**config.mk**
```make
export PLATFORM = sky130hd
export DESIGN_NAME = spi_cmd_ctrl
export DESIGN_NICKNAME = d
export VERILOG_FILES = /design/src/rtl/spi_cmd_ctrl.sv
export SDC_FILE = /design/constraint.sdc
export NUM_CORES = 1
export LEC_CHECK = 0
export CAP_MARGIN = 0
export CELL_PAD_IN_SITES_DETAIL_PLACEMENT = 0
export CELL_PAD_IN_SITES_GLOBAL_PLACEMENT = 2
export CORE_MARGIN = 2
export CORE_UTILIZATION = 30
export CTS_CLUSTER_SIZE = 25
export DETAILED_ROUTE_END_ITERATION = 10
export PLACE_DENSITY_LB_ADDON = 0.1
export SKIP_CTS_REPAIR_TIMING = 1
export SLEW_MARGIN = 10
export SYNTH_ARGS = -nofsm -noshare
export SYNTH_HDL_FRONTEND = slang
export SYNTH_SLANG_ARGS = --single-unit
```
**constraint.sdc**
```tcl
create_clock -name clk -period 2.82 [get_ports clk]
set_input_delay 0.564 -clock clk [delete_from_list [all_inputs] [get_ports clk]]
set_output_delay 0.564 -clock clk [all_outputs]
set_load 0.01 [all_outputs]
```
**src/rtl/spi_cmd_ctrl.sv**
```systemverilog
// Frame-level SPI command controller: parses opcode/address/data per chip-select
// frame, issues auto-incrementing register writes and reports frame status/errors.
module spi_cmd_ctrl #(
    parameter int AW        = 8,
    parameter int MAX_BURST = 16
) (
    input  logic          clk,
    input  logic          rstn,
    input  logic          spi_ss,
    input  logic          byte_vld,
    input  logic [7:0]    byte_data,
    output logic          reg_we,
    output logic [AW-1:0] reg_addr,
    output logic [7:0]    reg_wdata,
    output logic          start_o,
    output logic          busy,
    output logic          frame_done,
    output logic          err_o,
    output logic [1:0]    err_code,
    output logic [7:0]    err_cnt
);

    typedef enum logic [2:0] {
        S_IDLE,
        S_CMD,
        S_ADDR,
        S_DATA,
        S_SKIP
    } state_t;

    localparam logic [7:0] OP_WRITE  = 8'h02;
    localparam logic [7:0] OP_START  = 8'h0B;
    localparam logic [7:0] LP_MAX    = 8'(MAX_BURST);
    localparam logic [1:0] ERR_OPC   = 2'd1;
    localparam logic [1:0] ERR_SHORT = 2'd2;
    localparam logic [1:0] ERR_OVF   = 2'd3;

    logic          r_ss_s1, r_ss_s2, r_ss_s3;
    logic          r_seen, r_armed;
    state_t        r_state;
    logic [AW-1:0] r_addr_q;
    logic [7:0]    r_burst_cnt;

    logic          r_reg_we;
    logic [AW-1:0] r_reg_addr;
    logic [7:0]    r_reg_wdata;
    logic          r_start;
    logic          r_busy;
    logic          r_done;
    logic          r_err;
    logic [1:0]    r_err_code;
    logic [7:0]    r_err_cnt;

    logic          w_frame_open, w_frame_close;
    logic          w_room;
    state_t        w_state_post;
    logic          w_post_cnt0;
    state_t        w_state_next;
    logic          w_we, w_start, w_err, w_done;
    logic [1:0]    w_err_code;

    // r_armed requires chip-select to be seen high after reset, so a frame
    // already in progress when reset released is ignored until it re-opens.
    always_ff @(posedge clk) begin
        if (!rstn) begin
            r_ss_s1 <= 1'b1;
            r_ss_s2 <= 1'b1;
            r_ss_s3 <= 1'b1;
            r_seen  <= 1'b0;
            r_armed <= 1'b0;
        end else begin
            r_ss_s1 <= spi_ss;
            r_ss_s2 <= r_ss_s1;
            r_ss_s3 <= r_ss_s2;
            r_seen  <= 1'b1;
            r_armed <= r_armed | (r_seen & r_ss_s1);
        end
    end

    assign w_frame_open  = r_ss_s3 & ~r_ss_s2;
    assign w_frame_close = ~r_ss_s3 & r_ss_s2;
    assign w_room        = (r_burst_cnt < LP_MAX);

    always_ff @(posedge clk) begin
        if (!rstn) begin
            r_state <= S_IDLE;
        end else begin
            r_state <= w_state_next;
        end
    end

    // w_state_post is the state after consuming this cycle's byte; a
    // coincident frame_close is applied on top of it.
    always_comb begin
        w_state_post = r_state;
        w_post_cnt0  = (r_burst_cnt == 8'd0);
        if (byte_vld) begin
            case (r_state)
                S_CMD:   w_state_post = (byte_data == OP_WRITE) ? S_ADDR : S_SKIP;
                S_ADDR: begin
                    w_state_post = S_DATA;
                    w_post_cnt0  = 1'b1;
                end
                S_DATA: begin
                    if (w_room) w_post_cnt0  = 1'b0;
                    else        w_state_post = S_SKIP;
                end
                default: ;
            endcase
        end
        w_state_next = w_state_post;
        if (r_state == S_IDLE) begin
            w_state_next = (w_frame_open && r_armed) ? S_CMD : S_IDLE;
        end else if (w_frame_close) begin
            w_state_next = S_IDLE;
        end
    end

    // Byte-driven errors win over short-frame, giving one err_o per cycle.
    always_comb begin
        w_we       = 1'b0;
        w_start    = 1'b0;
        w_err      = 1'b0;
        w_err_code = 2'd0;
        w_done     = 1'b0;
        if (byte_vld) begin
            case (r_state)
                S_CMD: begin
                    if (byte_data == OP_START) begin
                        w_start = 1'b1;
                    end else if (byte_data != OP_WRITE) begin
                        w_err      = 1'b1;
                        w_err_code = ERR_OPC;
                    end
                end
                S_DATA: begin
                    if (w_room) begin
                        w_we = 1'b1;
                    end else begin
                        w_err      = 1'b1;
                        w_err_code = ERR_OVF;
                    end
                end
                default: ;
            endcase
        end
        if ((r_state != S_IDLE) && w_frame_close) begin
            w_done = 1'b1;
            if (!w_err && ((w_state_post == S_ADDR) ||
                           ((w_state_post == S_DATA) && w_post_cnt0))) begin
                w_err      = 1'b1;
                w_err_code = ERR_SHORT;
            end
        end
    end

    always_ff @(posedge clk) begin
        if (!rstn) begin
            r_addr_q    <= '0;
            r_burst_cnt <= 8'd0;
        end else if ((r_state == S_ADDR) && byte_vld) begin
            r_addr_q    <= AW'(byte_data);
            r_burst_cnt <= 8'd0;
        end else if (w_we) begin
            r_addr_q    <= r_addr_q + AW'(1);
            r_burst_cnt <= r_burst_cnt + 8'd1;
        end
    end

    always_ff @(posedge clk) begin
        if (!rstn) begin
            r_reg_we    <= 1'b0;
            r_reg_addr  <= '0;
            r_reg_wdata <= 8'd0;
            r_start     <= 1'b0;
            r_busy      <= 1'b0;
            r_done      <= 1'b0;
            r_err       <= 1'b0;
            r_err_code  <= 2'd0;
            r_err_cnt   <= 8'd0;
        end else begin
            r_reg_we <= w_we;
            r_start  <= w_start;
            r_busy   <= (w_state_next != S_IDLE);
            r_done   <= w_done;
            r_err    <= w_err;
            if (w_we) begin
                r_reg_addr  <= r_addr_q;
                r_reg_wdata <= byte_data;
            end
            if (w_err) begin
                r_err_code <= w_err_code;
                if (r_err_cnt != 8'hFF) r_err_cnt <= r_err_cnt + 8'd1;
            end
        end
    end

    assign reg_we     = r_reg_we;
    assign reg_addr   = r_reg_addr;
    assign reg_wdata  = r_reg_wdata;
    assign start_o    = r_start;
    assign busy       = r_busy;
    assign frame_done = r_done;
    assign err_o      = r_err;
    assign err_code   = r_err_code;
    assign err_cnt    = r_err_cnt;

endmodule

```
==> summary.txt <==
Count of final setup violators: 0
Vias in the first global route: 2035
Ports: 43
WP data required: 3.06 ns
Synth Instances: 270
Ys async rst share: 0%
Die Height: 91.2 microns
Slowest CP cell: clkdlybuf4s50_1
Maximum VDD drop: 0.185 mV
DP Cell Count: 415
Reg clk slew, reported paths: 0.09 ns
Rel. slew slack: 71.5%
Layout cells sized above 1: 9.26%
Area of the multi-input gates: 1110 sq um
H-tree Lvls: 2
DR WL/cell: 13.0 microns
HP Class: reg -> reg
Mapped Nets: 286
Warnings from Yosys: 0
Diodes inserted: 0
Startpoint types: primary input
Vias: 2019
P per Cell Area: 423 nW/um^2
Row count: 31
Finished Cell Area: 2990 sq um
Maximum fanout along the worst path: 6
Sequential cell area: 1100 sq um
Setup TNS: 0 ns
Fmax: 408 MHz
Number of maximum-capacitance violations: 0
Post-synth EDFFs: 0
Area Growth Syn to Fin: 30.8%
Count of pins over their slew limit: 0
Part of the power in registers: 62.0%
Synthesized area: 2280 sq um
DR iter-0 viols: 70
Ratio of final minimum period to clock period: 86.9%
DP HPWL: 3860 microns
LEAKAGE: 1.05 nW
Initial Util: 31.3%
Area after DPL: 2900 sq um
NetSw: 0.279 mW
Synth Area per Inst: 8.45 sq um
Root buffer cell: clkbuf_8
Clock skew: 0.00552 ns
Worst-case clock buffer depth: 2
Cell Chain, Critical Path: clkdlybuf4s50_1 > nor4b_1 > buf_4 > nand4b_1 > a21oi_1 > a21boi_2 > buf_4 > nor4_1 > mux2i_1
Routed vias/inst: 4.77
Gpl congestion: 0.721
Clock Sinks: 55
Netlist cell types: 42
Fillcell total: 811
Least-Margin Pin Slew: 0.426 ns
Internal power: 0.984 mW
Largest net degree at the start of global routing: 28
Final WL: 5480 microns
Initial antenna violation count: 0
Clk pwr share: 33.4%
Post-route DRC: 0
First-pass GRT wire length: 9490 microns
RSZ-0062 raised after global routing: false
Critical path type: in -> reg
Core ar.: 7290 sq um
Worst path max stage delay: 0.43 ns
Logic pwr share: 4.6%
Final nets: 339
Die area: 8320 sq um
Worst setup EP type: flip-flop
First-pass detailed-route iteration total: 4
Flop-to-flop setup slack: 0.46 ns
# port buffers: 42
Global Route Usage Sum: 14.0%
Post-route ant nets: 0
Outcome: completed
Total congestion overflow: 0
Worst skew pair latency: 0.30 ns
Crit path DAT: 2.69 ns
Seq/Total Area, Yosys: 48.2%
Most frequent CP cell: buf_4
TritonCTS clock tree: done
Post-synth top flop: dfxtp_1
Seq cells post-synth: 55
Switching Fraction: 22.1%
Post-route insts no fill: 423
Fin crit period: 2.45 ns
Hold Vio Cnt, Final: 0
Die W: 91.2 microns
TritonCTS Buffers: 5
==> power groups by stage <==
stage          logic (mW)  clock network, mW  registers, mW
2_1_floorplan      0.0213                  0          0.801
4_1_cts            0.0601              0.448          0.783
3_5_place_dp       0.0597                  0          0.801
5_1_grt            0.0642              0.478          0.784
6_report           0.0583              0.422          0.783
3_3_place_gp       0.0605                  0          0.801
==> cells in the final DEF (no fill, tap or decap), drive strengths merged, types with 3 or more instances in the layout <==
cell / instances
nor4: 3
nor2: 25
nand2b: 8
buf: 17
nand2: 54
and3: 8
ha: 4
inv: 5
xor2: 3
clkdlybuf4s50: 42
nor3: 3
o21ai: 8
a21oi: 30
dfxtp: 55
mux2i: 4
a221oi: 4
clkbuf: 7
or3: 5
nand3: 10
==> flip-flops by register name, summed over array words and instances (netlist names), 2 cells and up <==
register and count:
err_cnt 8, reg_addr 8, r_addr_q 8, r_state 3
err_code 2, reg_wdata 8, r_burst_cnt 8
==> metal layers <==
| metal | vias to the layer above | GRT usage [%] | wire length [microns] |
|---|---|---|---|
| li1 | 1044 | - | - |
| met1 | 934 | 17.3 | 2600 |
| met2 | 36 | 24.0 | 2620 |
| met3 | 5 | 3.40 | 202 |
| met4 | 0 | 4.17 | 58 |
| met5 | - | 0 | 0 |
==> layout make-up <==
cell class              count  share of cell area, %
clock inverters             1                  0.168
repair buffers             59                   18.4
inverters                   5                  0.629
clock buffers               7                   2.56
flip-flops and latches     55                   36.9
well taps                  99                   4.15
multi-input cells         197                   37.3
==> worst paths after layout <==
kind | cells after the start | end | from
worst max-delay path | 9 | err_cnt[5]$_SDFFE_PN0P_ | byte_data[2]
worst min-delay path | 1 | r_ss_s2$_SDFF_PN1_ | r_ss_s1$_SDFF_PN1_
worst max register to register | 7 | err_cnt[5]$_SDFFE_PN0P_ | r_burst_cnt[4]$_SDFFE_PP0P_
worst min register to register | 1 | r_ss_s2$_SDFF_PN1_ | r_ss_s1$_SDFF_PN1_
==> cell families after synthesis <==
| family | synth area share [%] |
|---|---|
| and+or+nand+nor | 27.7 |
| DFF | 48.2 |
| muxes | 1.75 |
| AOI/OAI and AO/OA | 15.1 |
| buffers and inverters | 3.02 |
| adders and majority gates | 2.19 |
| xor gates and xnor gates | 1.92 |
==> cell usage after synthesis (2+ instances only) <==
master	n	area (sq um)
a221oi_1	4	35.0
nand3_1	10	50.1
o211ai_1	2	15.0
nor3b_1	2	15.0
nand4b_1	2	17.5
o21ai_0	8	40.0
nand2_1	54	203
xnor2_1	2	17.5
inv_1	5	18.8
a211oi_1	2	15.0
nor3_1	2	10.0
nor4_1	3	18.8
clkbuf_1	12	45.0
mux2i_1	4	40.0
nand2b_1	8	50.1
and3_1	8	50.1
a21oi_1	30	150
dfxtp_1	55	1100
xor2_1	3	26.3
or3_1	5	31.3
ha_1	4	50.1
nor2_1	25	93.8
==> worst max-delay path: cells and delay by family <==
kind | cells | cell delay [ns]
simple gates | 3 | 0.79
compound gates | 2 | 0.32
buf+inv | 3 | 0.80
mux | 1 | 0.21
==> metrics by stage <==
step	power (mW)	hold slack [ns]	setup WS (ns)	util, %
finish	1.26	0.442	0.368	40.9
CTS	1.29	0.447	0.333	40.9
floorplan	0.822	0.411	0.526	-
detailed placement	0.860	0.425	0.0127	39.8
global route	1.33	0.467	0.166	40.9
global placement	0.861	0.424	0.0389	39.8
Note: power is estimated with default switching activity, not from simulation.
